## config.mk

```make
export PLATFORM = sky130hd
export DESIGN_NAME = cpu_run_ctrl
export DESIGN_NICKNAME = d
export VERILOG_FILES = /design/src/rtl/cpu_run_ctrl.sv
export SDC_FILE = /design/constraint.sdc
export NUM_CORES = 1
export LEC_CHECK = 0
export ABC_AREA = 1
export CORE_MARGIN = 2
export CORE_UTILIZATION = 30
export CTS_CLUSTER_DIAMETER = 60
export CTS_CLUSTER_SIZE = 12
export DETAILED_ROUTE_END_ITERATION = 16
export HOLD_SLACK_MARGIN = 0.05
export PLACE_DENSITY = 0.54
export SYNTH_ARGS = -nofsm -noshare
export SYNTH_HDL_FRONTEND = slang
export SYNTH_SLANG_ARGS = --single-unit
```

## constraint.sdc

```tcl
create_clock -name clk -period 4.56 [get_ports clk]
set_input_delay 0.912 -clock clk [delete_from_list [all_inputs] [get_ports clk]]
set_output_delay 0.912 -clock clk [all_outputs]
set_load 0.01 [all_outputs]
```

## src/rtl/cpu_run_ctrl.sv

```systemverilog
// Execution-rate controller: divided continuous run, single-step, halt and debug enable counter.
// Optional cycle-count breakpoint enabled by defining CPU_RUN_CTRL_BREAK_EN.
//
// state | meaning
// IDLE  | core frozen, waiting for run or step
// RUN   | continuous enables every div_q+1 clks
// STEP  | one enable after div_q+1 clks, then back to IDLE
// HALT  | forced stop; waits for run and halt_req both low
module cpu_run_ctrl #(
    parameter int DIV_W = 8,
    parameter int CNT_W = 32
) (
    input  logic             clk,
    input  logic             rst_n,
    input  logic             run,
    input  logic             step,
    input  logic             halt_req,
    input  logic [DIV_W-1:0] div,
    input  logic             bp_en,
    input  logic [CNT_W-1:0] break_cycle,
    output logic             ce,
    output logic [1:0]       state,
    output logic [CNT_W-1:0] cycle_count
);

    typedef enum logic [1:0] {
        S_IDLE = 2'b00,
        S_RUN  = 2'b01,
        S_STEP = 2'b10,
        S_HALT = 2'b11
    } state_t;

    state_t             state_q, state_nxt;
    logic [DIV_W-1:0]   p, p_nxt;
    logic [DIV_W-1:0]   div_q, div_q_nxt;
    logic [CNT_W-1:0]   cnt_nxt, cnt_inc;
    logic               ce_nxt;
    logic               tc;
    logic               idle_exit;
    logic               bp_hit;

    assign tc        = (p == div_q);
    assign idle_exit = !halt_req && (run || step);
    assign cnt_inc   = cycle_count + CNT_W'(1);
    assign state     = state_q;

`ifdef CPU_RUN_CTRL_BREAK_EN
    assign bp_hit = bp_en && (cnt_inc == break_cycle);
`else
    logic unused_bp;
    assign unused_bp = ^{bp_en, break_cycle};
    assign bp_hit    = 1'b0;
`endif

    always_ff @(posedge clk or negedge rst_n) begin
        if (!rst_n) begin
            state_q <= S_IDLE;
        end else begin
            state_q <= state_nxt;
        end
    end

    always_comb begin
        state_nxt = state_q;
        case (state_q)
            S_IDLE: begin
                if (idle_exit) state_nxt = run ? S_RUN : S_STEP;
            end
            S_RUN: begin
                if (halt_req)    state_nxt = S_HALT;
                else if (tc)     state_nxt = bp_hit ? S_HALT : (run ? S_RUN : S_IDLE);
                else if (!run)   state_nxt = S_IDLE;
            end
            S_STEP: begin
                if (halt_req)    state_nxt = S_HALT;
                else if (tc)     state_nxt = bp_hit ? S_HALT : S_IDLE;
            end
            S_HALT: begin
                if (!run && !halt_req) state_nxt = S_IDLE;
            end
            default: state_nxt = S_IDLE;
        endcase
    end

    // Halt wins over a terminal count on the same edge; a run drop does not.
    always_comb begin
        ce_nxt    = 1'b0;
        p_nxt     = p;
        div_q_nxt = div_q;
        cnt_nxt   = cycle_count;
        case (state_q)
            S_IDLE: begin
                if (idle_exit) begin
                    p_nxt     = '0;
                    div_q_nxt = div;
                end
            end
            S_RUN, S_STEP: begin
                if (halt_req) begin
                    p_nxt = '0;
                end else if (tc) begin
                    ce_nxt    = 1'b1;
                    cnt_nxt   = cnt_inc;
                    p_nxt     = '0;
                    div_q_nxt = div;
                end else if (state_q == S_RUN && !run) begin
                    p_nxt = '0;
                end else begin
                    p_nxt = p + DIV_W'(1);
                end
            end
            S_HALT: begin
                p_nxt = '0;
            end
            default: p_nxt = '0;
        endcase
    end

    always_ff @(posedge clk or negedge rst_n) begin
        if (!rst_n) begin
            ce          <= 1'b0;
            p           <= '0;
            div_q       <= '0;
            cycle_count <= '0;
        end else begin
            ce          <= ce_nxt;
            p           <= p_nxt;
            div_q       <= div_q_nxt;
            cycle_count <= cnt_nxt;
        end
    end

endmodule

```

==> impl_metrics.toml <==
[power]
p_leak_nw = 1.73
ir_drop_mv = 0.259
power_density_nw_per_um2 = 404

[clock_network]
cts.sinks = 51
cts-hold-fix-buffers = 0
root_buffer = "clkbuf_8"
insertion_delay_ns = 0.31
cts_resized = 0
clk_pin_slew_ns = 0.09
cts_buffer_depth = 2
h-tree-depth = 2
cts_setup_buffers = 0
cts_tree = "built"
cts_inserted_buffers = 5

[die]
initial_core_util = 0.305
die-height_um = 106
die_w_um = 106
io_pins = 81
rows = 37
coreArea_sq_um = 10200
die_area_sq_um = 11200

[timing]
finalMaxSlewViolations = 0
layout_worst_path_cycle_share = 0.501
finalHoldViolations = 0
tightest_slew_ns = 0.650
layout_min_cycle_time_ns = 2.28
setup_viol_count_final = 0
final.setup.tns_ns = 0
rsz0062_at_grt = "no"
setup_ws_ns = 2.28
max_freq_mhz = 438
finClkSkew_ns = 0.0144
timing.slew.headroom = 0.567

[route]
drc = 0
ant_nets = 0
totalWireLength_um = 7230
num_vias = 2802
drt_iter0_drc = 89
dr.pass1.iters = 4
viasPerCell = 4.43
wl_per_cell_um = 11.4

[synthesis]
synth_area_sq_um = 3110
synth-compound-area-share = 0.0540
synth_top_area_cell = "dfrtp_1"
synth_mux_area_frac = 0
post_synth_inst_count = 444
synth_top_area_share = 0.411
ys_top_cells_by_area = "dfrtp_1 41%, nand2_1 22%, nor2_1 6.2%"
yosys_warnings = 0
avgSynthCellArea_sq_um = 6.99
synth_fp_nets = 496
ys_ff_latch = 51
ys_types = 21
synth_flop_cell = "dfrtp_1"
synth_top_family_by_area = "simple AND/OR/NAND/NOR gates"
postSynth.asyncResetShare = 1.00
synthAdderAreaFrac = 0.0242
synthSimpleGateAreaFrac = 0.366
synth-edff-count = 0
synth-xor-area-share = 0.0790
synth-seq-area-share = 0.411

[worst_hold_path]
hp-start = "div_q[2]"
worstHoldPathCells = 2
hold_path.class = "reg -> reg"

[setup_path]
cp_max_fo = 7
worstSetupPathType = "reg -> out"
critPathSlowestCell = "clkdlybuf4s50_1"
cp.arrival_ns = 1.37
critPathBufInv = 1
start_kind = "register"
worst_setup_path_end_kind = "primary output"
cp_cell_sequence = "clkdlybuf4s50_1"
critPathLaunch = "cycle_count[6]"
critPathMaxStageDelay_ns = 0.59
ff2ff_path_depth = 8
worstPathRequired_ns = 3.65
crit_cells = 1
critical-path-top-delay-family = "buffers and inverters"
rr_startpoint = "state[0]"

[grt]
grt_pass1_vias = 2681
grt-ovfl-total = 0
antenna_found_initial = 0
grt_start_max_net_pins = 52
grt_pass1_wl_um = 12600
grt_usage = 0.138

[placed_design]
numPortBuffers = 47
dpl_cell_area_sq_um = 3720
gp_congestion = 0.875
pre_cts_ws_ns = 1.94
dp_hpwl_um = 5550

[cells_and_area]
diodes = 0
fin_nets = 548
fin_area_sq_um = 3820
drive_gt1_frac = 0.0363
syn2layout_area_growth_pct = 23.1

[run]
drv_cap = 0

[run_status]
status = "finished, final reports clean"
==> flip-flops by register name, summed over array words and instances, names as in the netlist <==
signal	count
cycle_count	32
p	8
div_q	8
ce	1
state	2
==> path summary, 6_finish.rpt <==
kind / endpoint / slack (ns)
max: cycle_count[6] / 2.28
min: div_q[2] / 0.50
max reg2reg: cycle_count[6] / 2.52
min reg2reg: div_q[2] / 0.50
max in group asynchronous: state[0] / 3.41
min in group asynchronous: cycle_count[30] / 0.71
==> layer usage <==
metal,vias to the layer above,part of all wire,track usage
li1,1485,-,-
met1,1251,0.47,0.179
met2,60,0.48,0.240
met3,6,0.041,0.0235
met4,0,0.011,0.0338
met5,-,0,0
==> cell usage after synthesis (2+ instances only) <==
master    count
nand2_1     182
dfrtp_1      51
nor2_1       51
inv_1        42
nand3_1      26
o21ai_0      18
xor2_1       16
nor3_1       14
xnor2_1      12
a21oi_1       7
ha_1          6
o21ai_2       4
nand4_1       3
buf_4         2
buf_6         2
nand2_2       2
nand3b_1      2
==> cells by family after synthesis <==
logic type	count (synthesis)
AND/OR/NAND/NOR	281
flip-flops	51
buffers and inverters	48
AO/OA/AOI/OAI	30
XOR/XNOR	28
adder cells (fa/ha/maj)	6
==> power by group <==
group	switching [W]	internal [W]
registers	0.000102	0.000542
clock network	0.000154	0.000161
logic	0.000337	0.000246
==> metrics by stage <==
step           instances  hold WS [ns]  total power [W]  utilization
2_1_floorplan        444         0.463          0.00102            -
3_3_place_gp         625         0.481          0.00123        0.365
3_5_place_dp         625         0.485          0.00125        0.365
4_1_cts              632         0.509          0.00157        0.375
5_1_grt              632         0.543          0.00168        0.375
6_report             632         0.501          0.00154        0.375
==> cell type report <==
type | count | area [sq um]
fillers | 1120 | 6360
multi-input cells | 345 | 1630
flip-flops and latches | 51 | 1280
repair buffers | 50 | 488
well taps | 136 | 170
inverters | 43 | 161
clock buffers | 6 | 72.6
clock inverters | 1 | 30.0
==> cells in the final DEF (no fill, tap or decap) <==
| cell type | n |
|---|---|
| a211oi_1 | 1 |
| a21oi_1 | 7 |
| buf_2 | 1 |
| buf_4 | 3 |
| bufinv_16 | 1 |
| clkbuf_1 | 1 |
| clkbuf_8 | 5 |
| clkdlybuf4s50_1 | 46 |
| dfrtp_1 | 51 |
| ha_1 | 6 |
| inv_1 | 42 |
| inv_2 | 1 |
| nand2_1 | 182 |
| nand2_2 | 2 |
| nand3_1 | 26 |
| nand3b_1 | 2 |
| nand4_1 | 3 |
| nor2_1 | 51 |
| nor3_1 | 14 |
| nor3_4 | 1 |
| o21ai_0 | 18 |
| o21ai_2 | 4 |
| xnor2_1 | 12 |
| xor2_1 | 16 |
Power figures use the tool's default switching activity.
